## src/rtl/cpu_ctrl_seq_pkg.sv

```systemverilog
// Shared definitions for the multicycle control sequencer: opcodes, IR field
// positions, FSM state encodings and the decoded-instruction record.
package cpu_ctrl_seq_pkg;

    // ALU class opcodes
    localparam logic [3:0] OP_ADD = 4'h0;
    localparam logic [3:0] OP_SUB = 4'h1;
    localparam logic [3:0] OP_AND = 4'h2;
    localparam logic [3:0] OP_OR  = 4'h3;
    // Control and immediate opcodes; every other value executes as NOP
    localparam logic [3:0] OP_LDI = 4'h8;
    localparam logic [3:0] OP_JMP = 4'h9;
    localparam logic [3:0] OP_JZ  = 4'hA;
    localparam logic [3:0] OP_HLT = 4'hF;

    localparam int OP_MSB  = 15;
    localparam int OP_LSB  = 12;
    localparam int RD_MSB  = 11;
    localparam int RD_LSB  = 10;
    localparam int RS_MSB  = 9;
    localparam int RS_LSB  = 8;
    localparam int IMM_MSB = 7;
    localparam int IMM_LSB = 0;

    typedef enum logic [2:0] {
        S_IDLE  = 3'd0,
        S_FETCH = 3'd1,
        S_LOAD  = 3'd2,
        S_EXEC  = 3'd3,
        S_WB    = 3'd4,
        S_HALT  = 3'd5
    } state_t;

    typedef struct packed {
        logic is_alu;
        logic is_ldi;
        logic is_jmp;
        logic is_jz;
        logic is_hlt;
        logic imm_sel;
    } dec_t;

endpackage

```

## src/rtl/instr_decode.sv

```systemverilog
// Combinational opcode decoder: classifies the instruction held in IR.
module instr_decode
    import cpu_ctrl_seq_pkg::*;
(
    input  logic [3:0] opcode,
    output dec_t       dec
);

    // NOTE: every output of a combinational block gets a default before the
    // case so that unlisted opcodes cannot infer a latch.
    always_comb begin
        dec = '0;
        case (opcode)
            OP_ADD, OP_SUB, OP_AND, OP_OR: dec.is_alu = 1'b1;
            OP_LDI: begin
                dec.is_ldi  = 1'b1;
                dec.imm_sel = 1'b1;
            end
            OP_JMP:  dec.is_jmp = 1'b1;
            OP_JZ:   dec.is_jz  = 1'b1;
            OP_HLT:  dec.is_hlt = 1'b1;
            default: ;
        endcase
    end

endmodule

```

## src/rtl/cpu_ctrl_seq.sv

```systemverilog
// Multicycle FETCH/LOAD/EXEC/WB control sequencer: owns PC, IR and the
// retired-instruction counter and drives datapath selects and write enable.
module cpu_ctrl_seq
    import cpu_ctrl_seq_pkg::*;
#(
    parameter int AWIDTH = 12,
    parameter int DWIDTH = 16,
    parameter int CNTW   = 16
) (
    input  logic              clk,
    input  logic              rst_n,
    input  logic              en_in,
    output logic [AWIDTH-1:0] rom_addr,
    input  logic [DWIDTH-1:0] rom_data,
    input  logic              rd_zero,
    output logic [1:0]        rd_sel,
    output logic [1:0]        rs_sel,
    output logic [7:0]        imm,
    output logic [3:0]        alu_op,
    output logic              imm_sel,
    output logic              rf_we,
    output logic              halted,
    output logic [2:0]        state,
    output logic [CNTW-1:0]   retired
);

    state_t            state_q, state_d;
    logic [AWIDTH-1:0] pc_q, pc_d;
    logic [DWIDTH-1:0] ir_q;
    logic              jz_take_q;
    logic [CNTW-1:0]   retired_q;
    dec_t              dec;

    instr_decode u_instr_decode (
        .opcode (ir_q[OP_MSB:OP_LSB]),
        .dec    (dec)
    );

    always_comb begin
        state_d = state_q;
        case (state_q)
            S_IDLE:  if (en_in) state_d = S_FETCH;
            S_FETCH: state_d = S_LOAD;
            S_LOAD:  state_d = S_EXEC;
            S_EXEC:  state_d = dec.is_hlt ? S_HALT : S_WB;
            S_WB:    state_d = en_in ? S_FETCH : S_IDLE;
            S_HALT:  state_d = S_HALT;
            default: state_d = S_IDLE;
        endcase
    end

    // Jump target is the 8-bit immediate zero-extended into the PC width
    always_comb begin
        pc_d = pc_q + AWIDTH'(1);
        if (dec.is_jmp || (dec.is_jz && jz_take_q))
            pc_d = AWIDTH'(ir_q[IMM_MSB:IMM_LSB]);
    end

    // NOTE: all state uses non-blocking assignments so every register sees
    // the pre-edge values of the others, independent of statement order.
    always_ff @(posedge clk) begin
        if (!rst_n) begin
            state_q   <= S_IDLE;
            pc_q      <= '0;
            ir_q      <= '0;
            jz_take_q <= 1'b0;
            retired_q <= '0;
        end else begin
            state_q <= state_d;
            if (state_q == S_LOAD)
                ir_q <= rom_data;
            // Branch condition is frozen here so WB-time register changes are ignored
            if (state_q == S_EXEC)
                jz_take_q <= rd_zero;
            if (state_q == S_WB) begin
                pc_q      <= pc_d;
                retired_q <= retired_q + CNTW'(1);
            end
        end
    end

    assign rom_addr = pc_q;
    assign rd_sel   = ir_q[RD_MSB:RD_LSB];
    assign rs_sel   = ir_q[RS_MSB:RS_LSB];
    assign imm      = ir_q[IMM_MSB:IMM_LSB];
    assign alu_op   = ir_q[OP_MSB:OP_LSB];
    assign imm_sel  = dec.imm_sel;
    assign rf_we    = (state_q == S_WB) && (dec.is_alu || dec.is_ldi);
    assign halted   = (state_q == S_HALT);
    assign state    = state_q;
    assign retired  = retired_q;

endmodule
```

## config.mk

```make
export PLATFORM = sky130hd
export DESIGN_NAME = cpu_ctrl_seq
export DESIGN_NICKNAME = d
export VERILOG_FILES = /design/src/rtl/cpu_ctrl_seq_pkg.sv /design/src/rtl/instr_decode.sv /design/src/rtl/cpu_ctrl_seq.sv
export SDC_FILE = /design/constraint.sdc
export NUM_CORES = 1
export LEC_CHECK = 0
export BUFFER_PORTS_ARGS = -buffer_cell sky130_fd_sc_hd__buf_2
export CORE_ASPECT_RATIO = 0.9
export CORE_MARGIN = 2
export CORE_UTILIZATION = 54
export CTS_CLUSTER_SIZE = 16
export DETAILED_ROUTE_END_ITERATION = 12
export PLACE_DENSITY = 0.9
export SYNTH_ARGS = -nofsm -noshare
export SYNTH_HDL_FRONTEND = slang
export SYNTH_SLANG_ARGS = --single-unit
```

## constraint.sdc

```tcl
create_clock -name clk -period 3.8 [get_ports clk]
set_input_delay 0.76 -clock clk [delete_from_list [all_inputs] [get_ports clk]]
set_output_delay 0.76 -clock clk [all_outputs]
set_load 0.1 [all_outputs]
```

==> results list <==
- In this run the core area contains 21 standard-cell rows.
* Worst path required time: 3.04 ns
- In this run the critical register-to-register path is captured at retired[13].
* Cell depth of the worst min-delay path: 2
* Arrival @ worst endpoint: 1.88 ns
- Wires add up to ~5 mm.
- Summed over all layers, the global routing overflow is 0.
- For this block, the initial DRC count from the detailed router was 90.
* CP max-delay cell: dfxtp_1
- The clock passes through at most 2 buffers.
* Number of antenna violations at the first check in global routing: 0
- Post-Syn Area: 2190 um2
- In the final layout, the share of cells above drive strength 1 is 0.242.
- Synthesis inferred between 40 and 50 register bits.
* Leakage power summed over all cells: 0.00109 uW
- Post-CTS Repair Setup Buffers: 0
* VDD IR max: a little over 0.3 mV
* Setup repair after global routing missed its margin: no
- The H-tree was split into 2 levels.
* I/O pin count: 70
- Counting the buffers created by CTS gives 5.
* Effective utilization at floorplan: 0.575
* Maximum number of pins on one net before global-route repair: 26
- Count of antenna-violating nets left after detailed routing: 0
* Worst setup timing slack at the placement stage: 1.52 ns
* Synthesized area per cell: 7.94 um2
- Fraction of registers with async set or reset after synthesis: 0
- Fill cells in the final layout number 303.
- Start point of the worst hold path: ir_q[9]
- The worst hold path terminates at ir_q[9].
- Routed vias: ~2100
- Startpoint of the lowest-slack register-to-register path: state[2]
- CTS-repair resized insts: 0
* Mean routed wirelength per cell: between 10 and 15 um
- Startpoint types: flop
- Area inside the core boundary: 3810 um2
- Summing internal, switching and leakage power gives between 1000 and 1500 uW.
* Highest net fanout along the worst path: 14
- The die is 71.2 um wide.
* Global-route usage over all layers: 0.229
- The count of cells in the finished layout, fillers not included, comes to 385.
- Area overhead of the layout relative to synthesis: 20.0%
* Run status: complete, no violations
- Counting instances in the post-synthesis netlist gives the leading cell types as nand2_1 (52), dfxtp_1 (48), nor2_1 (24), a21oi_1 (20), nand3_1 (15).
* Number of warning messages in the yosys log: 0
- Post-route worst setup slack: 1.16 ns
- Clock skew on the completed layout was measured at about 0.0033 ns.
- Number of buffers and inverters on the critical path: 2
* Family of cells with the greatest summed delay on the critical path: buffers and inverters
- Setup total negative slack on the finished layout was measured at 0 ns.
- The max-slew violation total from the final report was 0.
- Measured along the y axis, the die boundary spans roughly 64 um.
- Hold repair after CTS inserted 0 buffers.
* Synthesized instance count: around 280
- In this design, the stage delay of the slowest critical-path cell is 0.51 ns.
- The number of hold violations in the final report is 0.
* Prevailing post-synth register cell: dfxtp_1
- Count of final setup violators: 0
- Power density over the cells: approximately 420 nW/um2
- The number of global-route vias before repair was 1945.
- In this run the clock root is driven by a clkbuf_8.
* CTS Sinks: 48
- Count of input and output buffers: 69
* Area of the die: 4590 um2
* Measured slew at the worst slew-check pin: 0.778 ns
- Cell count after placement: 378
- Maximum capacitance violations: 0
- The first global-routing pass estimated 8.55 mm of wire.
- The share of the Yosys chip area taken by registers is 0.438.
- Drc violations: 0
- Setup CP Type: flop to primary output
- CTS clock-pin slew for the worst setup and hold paths: 0.08 ns
- Final weighted congestion in routability-driven placement: 0.827
- Count of different cell masters after synthesis: 38
- Worst setup EP type: primary output
* Sum of net half-perimeters after detailed placement: 3.55 mm
- Top post-synthesis cells by area: dfxtp_1 (44%), nand2_1 (8.9%), xnor2_1 (5.2%)
- Achievable frequency: 379 MHz
- Counting flops with a built-in enable in the synthesized netlist gives 0.
- Number of diodes: 0
* Cell type with the highest aggregate area in the netlist: dfxtp_1
- For this run, the post-layout net count is 361.
* Final cycle utilization of the critical path: 0.694
- Measured against its own limit, the worst slew margin works out to 0.481.
* Fraction of post-synthesis cell area in the top cell type by area: 0.438
- Syn_nets: between 200 and 300
* Worst reg2reg path depth: 4
- nand2_1 is the most common cell in the netlist.
* Shortest period the worst path allows: 2.64 ns
* Clock tree from TritonCTS: built
* Worst-path cell chain: nor3b_1 -> buf_4 -> nand2_1 -> nor2_2 -> buf_2
- Setup slack on the worst reg-to-reg path comes out at 1.54 ns.
- Using the TritonRoute via totals, the vias-per-cell ratio works out to between 5 and 6.
* Clock latency reported for the late side of the worst-skew pair: about 0.29 ns
* Detailed-routing iteration count for the pre-antenna-repair pass: 5
- Worst Hold Class: flop to flop
[stage by stage]
stage | util | instance area [um2] | hold slack (ns)
after CTS | 0.691 | 2630 | 0.461
after global placement | 0.670 | 2550 | 0.439
after global routing | 0.691 | 2630 | 0.496
final | 0.691 | 2630 | 0.458
after floorplan | - | 2200 | 0.456
after detailed placement | 0.670 | 2550 | 0.449
[cell type report]
type,count,area (um2),share of cell area
clock buffers,6,72.6,0.0276
clock inverters,1,5.00,0.00190
inverters,4,15.0,0.00571
multi-input cells,208,1150,0.438
flip-flops and latches,48,961,0.365
well taps,46,57.6,0.0219
repair buffers,72,368,0.140
[cell families (layout without fill, tap and decap cells)]
kind of cell,Yosys count,count (layout),synth area share
AOI/OAI and AO/OA,47,47,0.119
xor gates and xnor gates,17,17,0.0679
adders and majority gates,2,2,0.0114
buffers and inverters,20,83,0.0394
DFF,48,48,0.438
muxes,2,2,0.00913
and+or+nand+nor,140,140,0.315
[sequential cells by signal, summed over array words and instances (netlist names)]
| register | cells |
|---|---|
| state | 3 |
| ir_q | 16 |
| jz_take_q | 1 |
| retired | 16 |
| rom_addr | 12 |
[per-layer routing]
layer / vias up / wire [um] / global-route usage
met4: 0 / 59 / 0.0802
met3: 7 / 295 / 0.0513
li1: 1086 / - / -
met2: 67 / 2230 / 0.358
met1: 932 / 2350 / 0.312
met5: - / 0 / 0
[placed cells by master (no fill, tap or decap), types with 2 or more instances in the layout]
cell type	n
buf_2	69
nand2_1	52
dfxtp_1	48
nor2_1	23
a21oi_1	20
nand3_1	15
o21ai_0	13
xnor2_1	13
nor4_1	10
nand4_1	8
a31oi_1	8
nor3_1	7
clkbuf_8	5
inv_1	4
xor2_1	4
nor2b_1	3
nor3b_1	3
or3_1	3
o21a_1	3
buf_4	3
and3b_1	2
and3_1	2
mux2i_1	2
ha_1	2
[report_power, final]
part           switching (uW)  leakage (uW)  internal (uW)  total, uW
logic                     225      0.000656           53.3        279
clock network             156     0.0000410            125        282
registers                31.2      0.000389            526        557
[worst max-delay path by stage]
stage | startpoint | to | slack [ns] | cells past startpoint
2_1_floorplan | state[2] | rf_we | 0.15 | 5
3_3_place_gp | state[2] | rf_we | 1.54 | 5
3_5_place_dp | state[2] | rf_we | 1.52 | 5
4_1_cts | state[2] | rf_we | 1.17 | 5
5_1_grt | state[2] | rf_we | 1.00 | 5
6_report | state[2] | rf_we | 1.16 | 5
[worst reg2reg max path: cells and delay by family, from the launching register on]
kind | cells | cell delay, ns
flip-flops | 1 | 0.51
AO/OA/AOI/OAI | 1 | 0.13
AND/OR/NAND/NOR | 3 | 1.55
No activity file was read; power rests on OpenSTA's default activity.
